## src/rtl/ir_fetch_stage.sv

```systemverilog
// ir_fetch_stage: first instruction pipeline stage.
// It holds the program counter and drives the instruction-memory address.
// It registers each fetched word, together with its PC, into the next IR stage.
// The same block contains the debugger run-control FSM (halt / resume / single-step).
// When there is no real instruction, it injects the NOP_INSTR bubble.
//
// Optional feature, macro DBG_PC_WRITE_EN:
//   adds the ports dbg_pc_we and dbg_pc_wdata, so the debugger can rewrite
//   the PC while the core is halted.
//
// State | meaning
// ------+------------------------------------------------------------
// RUN   | normal fetching; a halt request stops fetch when not stalled
// HALT  | no fetch, bubbles issued, debugger owns the PC
// STEP  | exactly one fetch (or redirect) cycle, then back to HALT

module ir_fetch_stage #(
  parameter logic [31:0] RESET_PC  = 32'h0000_0000,
  parameter logic [31:0] NOP_INSTR = 32'h0000_0013
) (
  input  logic        clk,
  input  logic        reset_stages,
  input  logic        stall,
  input  logic        redirect_valid,
  input  logic [31:0] redirect_pc,
  input  logic [31:0] imem_rdata,
  input  logic        dbg_halt_req,
  input  logic        dbg_resume_req,
  input  logic        dbg_step_req,
`ifdef DBG_PC_WRITE_EN
  input  logic        dbg_pc_we,
  input  logic [31:0] dbg_pc_wdata,
`endif
  output logic [31:0] imem_addr,
  output logic [31:0] ir_out,
  output logic [31:0] pc_out,
  output logic        ir_valid,
  output logic        dbg_halted,
  output logic [31:0] dbg_pc
);

  typedef enum logic [1:0] {
    ST_RUN    = 2'd0,
    ST_HALTED = 2'd1,
    ST_STEP   = 2'd2
  } state_t;

  state_t      state;
  logic [31:0] pc_reg;
  logic [31:0] pc_plus4;
  logic [31:0] redirect_tgt;

  // Address and debug PC both expose the live program counter
  assign imem_addr    = pc_reg;
  assign dbg_pc       = pc_reg;
  assign pc_plus4     = pc_reg + 32'd4;
  assign redirect_tgt = {redirect_pc[31:2], 2'b00};

  // Run-control FSM together with the PC and the IR registers
  always_ff @(posedge clk) begin
    if (reset_stages) begin
      state      <= ST_RUN;
      pc_reg     <= RESET_PC;
      ir_out     <= NOP_INSTR;
      pc_out     <= RESET_PC;
      ir_valid   <= 1'b0;
      dbg_halted <= 1'b0;
    end else begin
      case (state)
        ST_RUN: begin
          if (redirect_valid) begin
            pc_reg   <= redirect_tgt;
            ir_out   <= NOP_INSTR;
            ir_valid <= 1'b0;
          end else if (!stall) begin
            if (dbg_halt_req) begin
              ir_out   <= NOP_INSTR;
              ir_valid <= 1'b0;
            end else begin
              ir_out   <= imem_rdata;
              pc_out   <= pc_reg;
              ir_valid <= 1'b1;
              pc_reg   <= pc_plus4;
            end
          end
          // A halt under stall waits; a simultaneous redirect still lands first
          if (dbg_halt_req && !stall) begin
            state      <= ST_HALTED;
            dbg_halted <= 1'b1;
          end
        end

        ST_HALTED: begin
          if (redirect_valid) begin
            pc_reg   <= redirect_tgt;
            ir_out   <= NOP_INSTR;
            ir_valid <= 1'b0;
          end else begin
`ifdef DBG_PC_WRITE_EN
            if (dbg_pc_we) begin
              pc_reg <= {dbg_pc_wdata[31:2], 2'b00};
            end
`endif
            // A stepped instruction stays put until downstream takes it
            if (!stall) begin
              ir_out   <= NOP_INSTR;
              ir_valid <= 1'b0;
            end
          end
          if (dbg_resume_req) begin
            state      <= ST_RUN;
            dbg_halted <= 1'b0;
          end else if (dbg_step_req) begin
            state      <= ST_STEP;
            dbg_halted <= 1'b0;
          end
        end

        ST_STEP: begin
          if (redirect_valid) begin
            pc_reg     <= redirect_tgt;
            ir_out     <= NOP_INSTR;
            ir_valid   <= 1'b0;
            state      <= ST_HALTED;
            dbg_halted <= 1'b1;
          end else if (!stall) begin
            ir_out     <= imem_rdata;
            pc_out     <= pc_reg;
            ir_valid   <= 1'b1;
            pc_reg     <= pc_plus4;
            state      <= ST_HALTED;
            dbg_halted <= 1'b1;
          end
        end

        default: begin
          state      <= ST_RUN;
          dbg_halted <= 1'b0;
        end
      endcase
    end
  end

endmodule

```

## config.mk

```make
export PLATFORM = sky130hd
export DESIGN_NAME = ir_fetch_stage
export DESIGN_NICKNAME = d
export VERILOG_FILES = /design/src/rtl/ir_fetch_stage.sv
export SDC_FILE = /design/constraint.sdc
export NUM_CORES = 1
export LEC_CHECK = 0
export CORE_MARGIN = 2
export CORE_UTILIZATION = 38
export CTS_CLUSTER_DIAMETER = 30
export DETAILED_ROUTE_END_ITERATION = 8
export GPL_ROUTABILITY_DRIVEN = 1
export PLACE_DENSITY = 0.76
export SLEW_MARGIN = 20
export SYNTH_ARGS = -nofsm -noshare
export SYNTH_HDL_FRONTEND = slang
export SYNTH_SLANG_ARGS = --single-unit
```

## constraint.sdc

```tcl
create_clock -name clk -period 1.98 [get_ports clk]
set_clock_uncertainty 0.15 [all_clocks]
set_input_delay 0.396 -clock clk [delete_from_list [all_inputs] [get_ports clk]]
set_output_delay 0.396 -clock clk [all_outputs]
set_load 0.005 [all_outputs]
```

==> results.sh, run 1 <==
export IMPL_outcome="finished, violations left"
export IMPL_violations="setup timing"
export IMPL_dr_total_vias=5190
export IMPL_crit_path_end_kind="register"
export IMPL_period_share=1.01
export IMPL_path_class="in -> reg"
export IMPL_synth_top_area_share=0.415
export IMPL_yosysWarnings=0
export IMPL_p_total_mw=6.68
export IMPL_h_tree_depth=3
export IMPL_synth_area_leaders="dfxtp_1, nand2_1, a21oi_1"
export IMPL_slew_violations=0
export IMPL_min_path_type="in -> reg"
export IMPL_hold_worst_slack_ns=0.262
export IMPL_grt_pass1_vias=5037
export IMPL_ys_types=59
export IMPL_crit_chain="clkdlybuf4s50_1 -> a21oi_4 -> o311ai_4 -> buf_6 -> buf_8 -> nor4b_4 -> nor4_1"
export IMPL_setup_viol=2
export IMPL_drt_iter0_markers=290
export IMPL_ant_nets=0
export IMPL_clk_pin_slew_ns=0.06
export IMPL_drive_gt1_frac=0.248
export IMPL_dieArea_mm2=0.0131
export IMPL_synth_cells=573
export IMPL_yosys_area_top_type="dfxtp_1"
export IMPL_ys_async_sr_fraction=0
export IMPL_vias_per_cell=5.46
export IMPL_drc=0
export IMPL_cts_root_buf="clkbuf_16"
export IMPL_cts_made_buffers=9
export IMPL_p_per_area_mw_per_mm2=840
export IMPL_synth_flop_cell="dfxtp_1"
export IMPL_yosys_register_bits=96
export IMPL_antenna_found_initial=0
export IMPL_nFillCells=942
export IMPL_yosysMostFrequentCell="dfxtp_1"
export IMPL_startpoint_type="input pin"
export IMPL_place_gp_congestion=0.855
export IMPL_cp_max_fo=6
export IMPL_dieWidth_um=114
export IMPL_hold_buffers=0
export IMPL_grt_usage=0.233
export IMPL_maxCapViolCount=0
export IMPL_grt_max_degree=39
export IMPL_finalInstanceArea_mm2=0.00795
export IMPL_ff2ff_path_depth=10
export IMPL_whs_path_depth=2
export IMPL_hold_viol_final=0
export IMPL_hpwl_mm=11.1
export IMPL_initial_utilization=0.387
export IMPL_regToRegStartpoint="state[0]"
export IMPL_clock_latency_ns=0.35
export IMPL_cts_tree="built"
export IMPL_dpl_worst_slack_ns=-0.518
export IMPL_grt_first_pass_wirelength_mm=24.3
export IMPL_hold_start="reset_stages"
export IMPL_wl_mm=16.3
export IMPL_avgSynthCellArea_um2=8.09
export IMPL_grt_overflow=0
export IMPL_min_to="dbg_halted"
export IMPL_fp_row_count=40
export IMPL_r2r_slack_ns=-0.02
export IMPL_clk_path_buf_depth=2
export IMPL_area_delta_synth_final_pct=71.5
export IMPL_cp_slowest_cell="clkdlybuf4s50_1"
export IMPL_io_pins=201
export IMPL_seq_area_frac_synth=0.415
export IMPL_port_buffers=192
export IMPL_finalCriticalPeriod_ns=2.01
export IMPL_fmax_mhz=498
export IMPL_avgRoutedWirePerCell_um=17.1
export IMPL_cts_sinks=96
export IMPL_core_area_mm2=0.0120
export IMPL_cp_arrival_ns=2.11
export IMPL_worst_endpoint_required_ns=2.08
export IMPL_fin_ws_ns=-0.0291
export IMPL_die_y_um=114
export IMPL_critPathMaxStageDelay_ns=0.61
export IMPL_reg2reg_to="dbg_pc[13]"
export IMPL_fin_nets=876
export IMPL_leakage_nw=2.99
export IMPL_place_area_mm2=0.00702
export IMPL_synth_area_mm2=0.00463
export IMPL_synth_edff_count=0
export IMPL_drtPass1Iterations=5
export IMPL_grt_setup_unrepaired="yes"
export IMPL_synthTopCellsByCount="dfxtp_1, nand2_1, nor2_1"
export IMPL_irDropWorstVdd_mv=0.568
export IMPL_antenna_cells=0
cell usage in the layout, fill, tap and decap left out, types with 4 or more instances in the layout:
cell type          n
clkdlybuf4s50_1  189
nand2_1           94
dfxtp_1           84
buf_4             64
a21oi_1           55
nor2_1            54
a22oi_1           27
buf_6             20
o21ai_0           17
clkbuf_16         12
dfxtp_2           12
nand3_1            7
nand4_1            7
a21oi_2            7
a21o_1             6
a22oi_2            6
conb_1             6
buf_12             6
nor2_4             5
nor2_2             5
a31oi_1            5
nor3_1             5
mux2i_1            4
a32o_1             4
nand2b_1           4
ha_4               4
registers in the layout, indices dropped and copies added (netlist names):
register,cells
state,2
dbg_halted,1
dbg_pc,30
pc_out,30
ir_out,32
ir_valid,1
where the power goes:
part	internal, mW	total [mW]	switching, mW	leakage (nW)
logic	1.50	2.67	1.17	2.06
clock network	1.00	1.75	0.744	0.145
registers	2.12	2.26	0.142	0.787
logic make-up (layout without fill, tap and decap cells):
group                    Yosys count  in the layout  share of synthesized area
flip-flops                        96             96                      0.415
adder cells (fa/ha/maj)            5              5                     0.0135
AO/OA/AOI/OAI                    166            166                      0.237
AND/OR/NAND/NOR                  217            217                      0.221
multiplexers                       4              4                    0.00864
other                              1              6                   0.000809
buffers and inverters             84            310                      0.104
cell type report:
class	instances	area [µm²]	share of cell area
Multi-Input combinational cell	398	2630	0.331
Clock buffer	11	243	0.0305
Tap cell	147	184	0.0231
Sequential cell	96	1940	0.244
Timing Repair Buffer	288	2880	0.363
Clock inverter	4	45.0	0.00567
Inverter	7	28.8	0.00362
layer usage:
| layer | GRT usage | up-vias | part of all wire | wire, µm |
|---|---|---|---|---|
| met3 | 0.0709 | 25 | 0.090 | 1470 |
| met2 | 0.404 | 245 | 0.51 | 8210 |
| met5 | 0 | - | 0 | 0 |
| li1 | - | 2451 | - | - |
| met4 | 0.0976 | 0 | 0.021 | 339 |
| met1 | 0.267 | 2469 | 0.38 | 6240 |
worst max-delay path: cells and delay by family:
kind	cells	cell delay, ns
AND/OR/NAND/NOR	2	0.30
AO/OA/AOI/OAI	2	0.50
buffers and inverters	3	0.91
repair_timing:
item	4_1_cts	5_1_grt
endpoints found under the setup margin	99	96
gates resized for setup	30	83
pin swaps	7	29
cloned	2	4
setup buffers	8	4
per-stage QoR:
| stage | TNS (ns) | std cells | utilization |
|---|---|---|---|
| 2_1_floorplan | -0.265 | 578 | - |
| 3_3_place_gp | -20.74 | 919 | 0.587 |
| 3_5_place_dp | -24.57 | 919 | 0.587 |
| 4_1_cts | -0.00980 | 944 | 0.628 |
| 5_1_grt | -0.498 | 951 | 0.664 |
| 6_report | -0.0294 | 951 | 0.664 |
how the worst max path moves through the flow:
stage / startpoint / to / slack [ns] / cells past startpoint
3_3_place_gp: stall / dbg_pc[4] / -0.45 / 7
4_1_cts: state[1] / ir_out[17] / -0.008 / 9
6_report: dbg_halt_req / dbg_pc[13] / -0.03 / 7
2_1_floorplan: state[0] / dbg_pc[4] / -0.01 / 9
3_5_place_dp: stall / dbg_pc[2] / -0.52 / 6
5_1_grt: state[0] / dbg_pc[13] / -0.06 / 10
Power figures use the tool's default switching activity.
==> run 2, diff against run 1 <==
ABC_AREA = 1   (was unset)
CORE_UTILIZATION = 39   (was 38)
PLACE_DENSITY = 0.77   (was 0.76)
SLEW_MARGIN = 40   (was 20)
==> run 2 against run 1 <==
  * The flow now finishes without violations
  * Area after synthesis rose by 5.3%
  * Sequential power grew 26%
  * Sequential share of layout area increased by 1.3 points
  * Worst hold slack gained 0.030 ns
  * Clock power up 2%
  * First-iteration DRC count grew 22%
  * Utilization down 3.9 points
  * Non-clock buffer count fell by 40
  * Global-route usage decreased by 1.3 points
  * Final area shrank 4.6%
  * Register-to-register slack better by 0.04 ns
  * Final cell count grew 17%
  * Critical endpoint is now dbg_pc[19]
  * Highest routed layer unchanged
==> results.sh, run 2 <==
export IMPL_area_delta_synth_final_pct=55.3
export IMPL_crit_chain="clkdlybuf4s50_1"
export IMPL_grt_pass1_vias=4631
export IMPL_antenna_found_initial=0
export IMPL_irDropWorstVdd_mv=0.458
export IMPL_antenna_cells=0
export IMPL_min_path_type="reg -> reg"
export IMPL_p_per_area_mw_per_mm2=1130
export IMPL_ys_types=27
export IMPL_layout_commonest_cell="nand2_1"
export IMPL_period_share=0.992
export IMPL_layout_cells_non_filler=1116
export IMPL_slew_violations=0
export IMPL_synth_cells=748
export IMPL_synth_top_area_share=0.394
export IMPL_clk_pin_slew_ns=0.07
export IMPL_synth_edff_count=0
export IMPL_clk_path_buf_depth=2
export IMPL_critPathMaxStageDelay_ns=0.57
export IMPL_fp_row_count=40
export IMPL_place_area_mm2=0.00713
export IMPL_cp_arrival_ns=1.42
export IMPL_wl_mm=15.5
export IMPL_yosys_area_top_type="dfxtp_1"
export IMPL_r2r_slack_ns=0.02
export IMPL_synth_area_mm2=0.00488
export IMPL_finalCriticalPeriod_ns=1.96
export IMPL_drc=0
export IMPL_die_y_um=116
export IMPL_worst_endpoint_required_ns=1.43
export IMPL_min_to="pc_out[24]"
export IMPL_yosys_register_bits=96
export IMPL_synthTopCellsByCount="nand2_1, a21oi_1, dfxtp_1"
export IMPL_ff2ff_path_depth=9
export IMPL_avgSynthCellArea_um2=6.52
export IMPL_top_register="ir_out"
export IMPL_cp_max_fo=7
export IMPL_cp_slowest_cell="clkdlybuf4s50_1"
export IMPL_regToRegStartpoint="state[0]"
export IMPL_ant_nets=0
export IMPL_cts_sinks=96
export IMPL_crit_family="buffers and inverters"
export IMPL_place_gp_congestion=0.930
export IMPL_path_class="reg -> out"
export IMPL_whs_path_depth=2
export IMPL_crit_path_end_kind="output pin"
export IMPL_cts_root_buf="clkbuf_16"
export IMPL_reg2reg_to="ir_valid"
export IMPL_yosysWarnings=0
export IMPL_grt_overflow=0
export IMPL_finalInstanceArea_mm2=0.00758
export IMPL_ys_async_sr_fraction=0
export IMPL_drtPass1Iterations=6
export IMPL_grt_usage=0.220
export IMPL_startpoint_type="register"
export IMPL_hold_start="pc_out[24]"
export IMPL_io_pins=201
export IMPL_core_area_mm2=0.0121
export IMPL_yosysMostFrequentCell="nand2_1"
export IMPL_port_buffers=192
export IMPL_cts_made_buffers=9
export IMPL_leakage_nw=2.82
export IMPL_avgRoutedWirePerCell_um=13.9
export IMPL_clock_latency_ns=0.35
export IMPL_hold_viol_final=0
export IMPL_outcome="finished clean"
export IMPL_h_tree_depth=3
export IMPL_hpwl_mm=11.2
export IMPL_seq_area_frac_synth=0.394
export IMPL_dr_total_vias=5323
export IMPL_final_cell_mix="nand2_1, clkdlybuf4s50_1, a21oi_1"
export IMPL_initial_utilization=0.403
export IMPL_synth_area_leaders="dfxtp_1, nand2_1, a21oi_1"
export IMPL_synth_flop_cell="dfxtp_1"
export IMPL_grt_first_pass_wirelength_mm=23.3
export IMPL_maxCapViolCount=0
export IMPL_crit_buf_inv=1
export IMPL_largest_reg_flops=32
export IMPL_fin_nets=1019
export IMPL_dieArea_mm2=0.0134
export IMPL_dpl_cell_count=1096
export IMPL_drive_gt1_frac=0.116
export IMPL_fmax_mhz=509
export IMPL_vias_per_cell=4.77
export IMPL_grt_max_degree=62
export IMPL_setup_viol=0
export IMPL_drt_iter0_markers=353
export IMPL_cts_tree="built"
export IMPL_dieWidth_um=116
## run 2: changes by cell type in the layout (fill, tap and decap cells not counted), sizes merged, moves of 21 or more
cell   delta
nand3    +21
inv      +65
nand2   +109
o21ai    +32
a21oi    +33
a22oi    -33
nor2     +29
buf      -38
## run 2: worst min-delay path, cell delays in order, from the launching register on
cell	delay (ns)
dfxtp_1	0.31
inv_1	0.05
a21oi_1	0.05
## run 2: area by class of cell
| class | count | area [µm²] |
|---|---|---|
| fill | 1124 | 4530 |
| sequential | 96 | 1950 |
| tap | 168 | 210 |
| clock inverter | 7 | 70.1 |
| clock buffer | 9 | 225 |
| inverter | 70 | 263 |
| timing repair buffer | 248 | 2500 |
| multi-input combinational | 518 | 2360 |
## run 2: repair_timing
item | in CTS | in global routing
gates cloned | 0 | 2
resized for setup | 9 | 26
buffers inserted | 0 | 2
pin swaps | 0 | 5
hold buffers | 0 | 0
setup endpoints to repair | 14 | 96
endpoints found under the hold margin | 0 | 0
## run 2: worst max path at each step
stage,from,to,slack (ns),cells after the start
floorplan,state[0],ir_out[23],0.13,8
global placement,redirect_valid,dbg_pc[15],-0.12,9
detailed placement,redirect_valid,state[0],-0.14,9
CTS,dbg_pc[6],imem_addr[6],0.005,2
global route,state[0],ir_valid,-0.07,9
finish,dbg_pc[19],dbg_pc[19],0.02,1
## run 2: cell families (layout without fill, tap and decap cells)
family | after synthesis | count (layout) | synth area share
simple gates | 347 | 347 | 0.285
compound gates | 159 | 159 | 0.168
buf+inv | 139 | 334 | 0.137
flops | 96 | 96 | 0.394
fa+ha+maj | 5 | 5 | 0.0128
other cells | 1 | 6 | 0.000769
xor+xnor | 1 | 1 | 0.00180
## run 2: metrics by stage
step / utilization / TNS [ns] / setup slack [ns] / hold WS, ns / power [mW]
2_1_floorplan: - / 0 / 0.132 / 0.290 / 4.53
3_3_place_gp: 0.588 / -4.18 / -0.124 / 0.279 / 6.54
3_5_place_dp: 0.588 / -5.01 / -0.143 / 0.283 / 6.59
4_1_cts: 0.614 / 0 / 0.00530 / 0.294 / 8.39
5_1_grt: 0.626 / -0.998 / -0.0739 / 0.310 / 9.15
6_report: 0.626 / 0 / 0.0163 / 0.292 / 8.59
## run 2: per-layer routing
metal  vias to the layer above  wire length (µm)  global-route usage
li1                       2744                 -                   -
met1                      2389              7180               0.303
met2                       169              7110               0.346
met3                        21               884              0.0382
met4                         0               343              0.0817
met5                         -                 0                   0
## run 2: power by group
| group | switching (mW) | internal (mW) |
|---|---|---|
| Clock | 0.803 | 0.983 |
| Combinational | 1.75 | 2.20 |
| Sequential | 0.460 | 2.39 |
| Total | 3.02 | 5.57 |
